`src/rtl/maze_renderer.sv`:
```
// Maze engine for the VGA path. It holds a writable ROWS x COLS wall bitmap
// and the player's cell, and applies single-step moves with wall and bound
// checks. It raises a sticky 'won' flag when the player reaches the goal
// cell, and renders the grid, player and goal into a registered rgb stream
// with a two-cycle latency.
// Ports:
//   clk, reset          pixel clock, synchronous active-high reset
//   bright              visible-area flag from the sync generator
//   hCount, vCount      current pixel coordinates
//   wr_en/wr_row/wr_data  write one maze row (bit c = column c, 1 = wall)
//   mv_up/down/left/right single-cycle move requests
//   rgb                 registered 12-bit pixel colour
//   player_row/col      current player cell
//   won                 player has reached the goal (sticky until reset)
module maze_renderer #(
  parameter int unsigned ROWS       = 15,
  parameter int unsigned COLS       = 15,
  parameter int unsigned CELL_SHIFT = 4,
  parameter int unsigned X0         = 344,
  parameter int unsigned Y0         = 155,
  parameter int unsigned START_ROW  = 0,
  parameter int unsigned START_COL  = 0,
  parameter int unsigned GOAL_ROW   = ROWS - 1,
  parameter int unsigned GOAL_COL   = COLS - 1,
  parameter logic [11:0] BG_RGB     = 12'hFFF,
  parameter logic [11:0] WALL_RGB   = 12'h000,
  parameter logic [11:0] PATH_RGB   = 12'hCCC,
  parameter logic [11:0] PLAYER_RGB = 12'hF00,
  parameter logic [11:0] GOAL_RGB   = 12'h0F0
) (
  input  logic             clk,
  input  logic             reset,
  input  logic             bright,
  input  logic [9:0]       hCount,
  input  logic [9:0]       vCount,
  input  logic             wr_en,
  input  logic [3:0]       wr_row,
  input  logic [COLS-1:0]  wr_data,
  input  logic             mv_up,
  input  logic             mv_down,
  input  logic             mv_left,
  input  logic             mv_right,
  output logic [11:0]      rgb,
  output logic [3:0]       player_row,
  output logic [3:0]       player_col,
  output logic             won
);

  localparam int unsigned X_END = X0 + (COLS << CELL_SHIFT);
  localparam int unsigned Y_END = Y0 + (ROWS << CELL_SHIFT);

  typedef enum logic {S_PLAY = 1'b0, S_WON = 1'b1} state_e;

  // Maze is always stored as 16x16; rows/cols beyond ROWS/COLS are never
  // written, so they stay 0 and fall away in synthesis.
  logic [15:0][15:0] maze_q, maze_d;
  logic [3:0]        player_row_q, player_row_d;
  logic [3:0]        player_col_q, player_col_d;
  state_e            state_q, state_d;
  logic              pipe_valid_q, pipe_valid_d;
  logic              bright_s1_q, bright_s1_d;
  logic              inside_s1_q, inside_s1_d;
  logic [3:0]        row_s1_q, row_s1_d;
  logic [3:0]        col_s1_q, col_s1_d;
  logic [11:0]       rgb_q, rgb_d;

  logic [3:0] cand_row, cand_col;
  logic [2:0] n_req;
  logic       in_bounds;
  logic       accept;

  // Maze row write; out-of-range rows are dropped.
  always_comb begin
    maze_d = maze_q;
    if (wr_en && (32'(wr_row) < ROWS)) begin
      maze_d[wr_row] = 16'(wr_data);
    end
  end

  // Move candidate, bound check and wall check against pre-write contents.
  always_comb begin
    cand_row  = player_row_q;
    cand_col  = player_col_q;
    in_bounds = 1'b0;
    n_req     = 3'(mv_up) + 3'(mv_down) + 3'(mv_left) + 3'(mv_right);
    if (mv_up) begin
      cand_row  = player_row_q - 4'd1;
      in_bounds = (player_row_q != 4'd0);
    end else if (mv_down) begin
      cand_row  = player_row_q + 4'd1;
      in_bounds = ((32'(player_row_q) + 32'd1) < ROWS);
    end else if (mv_left) begin
      cand_col  = player_col_q - 4'd1;
      in_bounds = (player_col_q != 4'd0);
    end else if (mv_right) begin
      cand_col  = player_col_q + 4'd1;
      in_bounds = ((32'(player_col_q) + 32'd1) < COLS);
    end
    accept = (n_req == 3'd1) && in_bounds && (state_q == S_PLAY) &&
             !maze_q[cand_row][cand_col];
    player_row_d = accept ? cand_row : player_row_q;
    player_col_d = accept ? cand_col : player_col_q;
  end

  // Win FSM: next state.
  always_comb begin
    state_d = state_q;
    if ((state_q == S_PLAY) &&
        (player_row_d == 4'(GOAL_ROW)) && (player_col_d == 4'(GOAL_COL))) begin
      state_d = S_WON;
    end
  end

  // Win FSM: output decode.
  always_comb begin
    won = 1'b0;
    if (state_q == S_WON) begin
      won = 1'b1;
    end
  end

  // Pixel stage 1: grid hit test and cell coordinates.
  // pipe_valid_q keeps the first post-reset pixel dark so rgb stays 0 for
  // the reset edge plus two more edges.
  always_comb begin
    pipe_valid_d = 1'b1;
    bright_s1_d  = bright & pipe_valid_q;
    inside_s1_d  = (32'(hCount) >= X0) && (32'(hCount) < X_END) &&
                   (32'(vCount) >= Y0) && (32'(vCount) < Y_END);
    row_s1_d     = 4'd0;
    col_s1_d     = 4'd0;
    if (inside_s1_d) begin
      row_s1_d = 4'((vCount - 10'(Y0)) >> CELL_SHIFT);
      col_s1_d = 4'((hCount - 10'(X0)) >> CELL_SHIFT);
    end
  end

  // Pixel stage 2: priority colour selection using current maze/player.
  always_comb begin
    rgb_d = 12'h000;
    if (!bright_s1_q) begin
      rgb_d = 12'h000;
    end else if (!inside_s1_q) begin
      rgb_d = BG_RGB;
    end else if ((row_s1_q == player_row_q) && (col_s1_q == player_col_q)) begin
      rgb_d = PLAYER_RGB;
    end else if ((row_s1_q == 4'(GOAL_ROW)) && (col_s1_q == 4'(GOAL_COL))) begin
      rgb_d = GOAL_RGB;
    end else if (maze_q[row_s1_q][col_s1_q]) begin
      rgb_d = WALL_RGB;
    end else begin
      rgb_d = PATH_RGB;
    end
  end

  // State register.
  always_ff @(posedge clk) begin
    if (reset) begin
      maze_q       <= '0;
      player_row_q <= 4'(START_ROW);
      player_col_q <= 4'(START_COL);
      state_q      <= S_PLAY;
      pipe_valid_q <= 1'b0;
      bright_s1_q  <= 1'b0;
      inside_s1_q  <= 1'b0;
      row_s1_q     <= 4'd0;
      col_s1_q     <= 4'd0;
      rgb_q        <= 12'h000;
    end else begin
      maze_q       <= maze_d;
      player_row_q <= player_row_d;
      player_col_q <= player_col_d;
      state_q      <= state_d;
      pipe_valid_q <= pipe_valid_d;
      bright_s1_q  <= bright_s1_d;
      inside_s1_q  <= inside_s1_d;
      row_s1_q     <= row_s1_d;
      col_s1_q     <= col_s1_d;
      rgb_q        <= rgb_d;
    end
  end

  assign rgb        = rgb_q;
  assign player_row = player_row_q;
  assign player_col = player_col_q;

endmodule

```
`config.mk`:
```
export PLATFORM = sky130hd
export DESIGN_NAME = maze_renderer
export DESIGN_NICKNAME = d
export VERILOG_FILES = /design/src/rtl/maze_renderer.sv
export SDC_FILE = /design/constraint.sdc
export NUM_CORES = 1
export LEC_CHECK = 0
export BUFFER_PORTS_ARGS = -buffer_cell sky130_fd_sc_hd__buf_4
export CORE_ASPECT_RATIO = 1.4
export CORE_UTILIZATION = 27
export DETAILED_ROUTE_END_ITERATION = 16
export GPL_TIMING_DRIVEN = 0
export PLACE_DENSITY_LB_ADDON = 0.12
export SYNTH_ARGS = -nofsm -noshare
export SYNTH_HDL_FRONTEND = slang
export SYNTH_SLANG_ARGS = --single-unit
export TNS_END_PERCENT = 20
```
`constraint.sdc`:
```
create_clock -name clk -period 5.9 [get_ports clk]
set_input_delay 0.885 -clock clk [delete_from_list [all_inputs] [get_ports clk]]
set_output_delay 0.885 -clock clk [all_outputs]
set_load 0.05 [all_outputs]
```
==> impl_metrics.ini <==
[timing]
fin_ws_ps = 467
max_slew_margin_pct = 20.1
setup_violations = 0
rsz0062_at_grt = no
finalCriticalPeriod_ps = 5430
drv_slew = 0
fmax_mhz = 184
fin_worst_skew_ps = 15.6
setup_tns_ps = 0
post-route-period-util_pct = 92.1
hold_viol_final = 0
tightest_slew_ps = 1190
hold_slack_ps = 454

[place]
place_ws_ps = -865
place.gp.congestion = 0.986
dp.cells = 2472
placed_area_mm2 = 0.0158
io_buffers = 62
dp_hpwl_um = 53700

[min_path]
hold_path_class = flop to flop
min_path_cells = 1

[grt]
grt_pass1_vias = 13403
use_met2_pct = 43.6
grtUsageMet1_pct = 28.5
grt_max_degree = 15
grt.total_usage_pct = 25.1
grt.busiest_layer = met2
use_met3_pct = 3.96
grt_pass1_wl_um = 96900
grt_remaining_overflow = 0
antenna_found_initial = 0

[clock_tree]
cts_buffers = 29
clkSinkCount = 266
cts_root_buf = clkbuf_16
cts_tree = yes
h-tree-depth = 1
cts_setup_buffers = 0
hold_buffers = 0
clkLatencyLatePin_ps = 590
cts.repair.resized = 5
clock_path_buffers = 3
cts.clk_slew.worst_paths_ps = 60

[drt]
drtIter0Drc = 1225
drt-total-wl_um = 68900
drcViolationCount = 0
wl_per_cell_um = 27.3
routed_via_density = 5.46
vias = 13772
drtAntennaViolNets = 0
dr.pass1.iters = 5

[worst_setup_path]
crit_path_end_kind = flop
crit_fanout = 10
crit_type = flop to flop
critPathRequiredTime_ps = 6400
arrival_ps = 5930
startpoint_type = flop
rr_worst_depth = 16

[logic_synthesis]
netlist_area_mm2 = 0.0145
syn_inst = 1696
ys_seq_elements = 266
yosysUniqueCellTypes = 79
synth_area_per_cell_um2 = 8.53
ys.flop_type = dfxtp_1
synth-edff-count = 0
ys_seq_area_share_pct = 36.8
synthesis.nets = 1751
ys_warn_count = 0
async_flop_share_pct = 0

[run_status]
status = finished clean

[power]
power_mw = 4.61
vdd_drop_max_mv = 0.153
power.leakage_nw = 5.45
p_per_area_mw_per_mm2 = 274

[die]
ios = 68
core_area_mm2 = 0.0531
floorplan.rows = 100
die_area_mm2 = 0.0546
die_y_um = 276
start_util_pct = 27.3
dieWidth_um = 198

[final_layout]
multiInputGateArea_mm2 = 0.00848
fin_util_pct = 31.7
fill_cells = 5695
antenna-diode-count = 0
layout-drive-gt1-share_pct = 15.7
syn2layout_area_growth_pct = 16.3
layout.cells.non_filler = 2524
fin_nets = 1844
regArea_mm2 = 0.00533
design_area_mm2 = 0.0168

[run]
cap_viol_max_count = 0
[registers in the layout (all words and copies together), names as in the netlist]
name          count
inside_s1_q       1
pipe_valid_q      1
maze_q          240
state_q           1
col_s1_q          4
rgb               6
bright_s1_q       1
player_row        4
player_col        4
row_s1_q          4
[final cells by class]
cell class,instances,share of cell area (%)
well taps,714,5.31
multi-input cells,1270,50.4
inverters,14,0.312
repair buffers,62,2.76
plain buffers,146,3.86
clock buffers,43,4.80
clock inverters,9,0.958
flip-flops and latches,266,31.6
[cell families (layout without fill, tap and decap cells)]
family / count (synthesis) / in the layout / synth area share [%]
simple gates: 731 / 731 / 21.7
compound gates: 373 / 373 / 15.6
flops: 266 / 266 / 36.8
buf+inv: 160 / 274 / 4.84
mux: 139 / 139 / 19.2
xor+xnor: 19 / 19 / 1.15
fa+ha+maj: 8 / 8 / 0.743
[cells in the mapped netlist (3+ instances only)]
library cell / number / area (µm²)
nor2_1: 44 / 165
nand3_1: 25 / 125
buf_6: 4 / 45.0
or2_2: 6 / 37.5
or3_1: 5 / 31.3
a2111oi_0: 13 / 114
nand2b_1: 7 / 43.8
dfxtp_1: 266 / 5330
or4_1: 4 / 30.0
mux2_2: 9 / 101
and3_1: 26 / 163
nor3_1: 8 / 40.0
nand4_1: 6 / 37.5
inv_1: 14 / 52.6
a21oi_1: 254 / 1270
nand2_1: 543 / 2040
buf_2: 23 / 115
a211oi_1: 22 / 165
o21ai_0: 9 / 45.0
nand3b_1: 5 / 37.5
mux2i_1: 20 / 200
a221oi_1: 8 / 70.1
xnor2_1: 6 / 52.6
buf_4: 11 / 82.6
a22oi_1: 6 / 45.0
nor2b_1: 26 / 163
buf_1: 9 / 33.8
clkbuf_1: 99 / 372
o32ai_1: 4 / 35.0
o31ai_1: 3 / 22.5
nor4_1: 7 / 43.8
xor2_1: 13 / 114
ha_1: 7 / 87.6
a31oi_1: 8 / 50.1
mux4_2: 109 / 2450
a32o_1: 4 / 40.0
a311oi_1: 6 / 52.6
[power breakdown]
part	total, mW	switching [mW]	internal (mW)
Combinational	0.835	0.595	0.241
Clock	1.93	0.802	1.12
Sequential	1.85	0.0289	1.82
Total	4.61	1.43	3.19
[path summary, 6_finish.rpt]
path | start | end | slack [ps]
worst max-delay path | player_row[0] | player_row[0] | 470
worst min-delay path | pipe_valid_q | bright_s1_q | 450
worst max register to register | player_row[0] | player_row[0] | 470
worst min register to register | pipe_valid_q | bright_s1_q | 450
[cell usage in the layout (no fill, tap or decap), types with 7 or more instances in the layout]
cell type | Yosys | routed
a2111oi_0 | 13 | 11
a211oi_1 | 22 | 21
a21oi_1 | 254 | 254
a221oi_1 | 8 | 8
a31oi_1 | 8 | 8
and3_1 | 26 | 26
buf_1 | 9 | 9
buf_2 | 23 | 23
buf_4 | 11 | 73
clkbuf_1 | 99 | 109
clkbuf_16 | 0 | 29
dfxtp_1 | 266 | 266
ha_1 | 7 | 7
inv_1 | 14 | 14
mux2_2 | 9 | 9
mux2i_1 | 20 | 20
mux4_2 | 109 | 109
nand2_1 | 543 | 543
nand2b_1 | 7 | 7
nand3_1 | 25 | 25
nor2_1 | 44 | 44
nor2b_1 | 26 | 26
nor3_1 | 8 | 8
nor4_1 | 7 | 7
o21ai_0 | 9 | 9
xor2_1 | 13 | 13
[routing by layer]
| layer | vias to the layer above | wire length, µm |
|---|---|---|
| li1 | 6202 | - |
| met1 | 6818 | 25800 |
| met2 | 571 | 33600 |
| met3 | 181 | 4430 |
| met4 | 0 | 5080 |
| met5 | - | 0 |
[worst max-delay path, cell delays in order (launching register included)]
cell and delay, ps:
dfxtp_1 380, buf_6 190, clkbuf_2 300, inv_1 160, ha_1 310, clkbuf_1 440, mux2i_4 280, a21boi_4 460
buf_2 460, a211oi_1 100, a2111oi_1 600, a2111oi_0 190, a2111oi_2 580, a221o_1 300, a221o_1 280, o21ai_0 110
a21oi_1 180
Power figures use the tool's default switching activity.
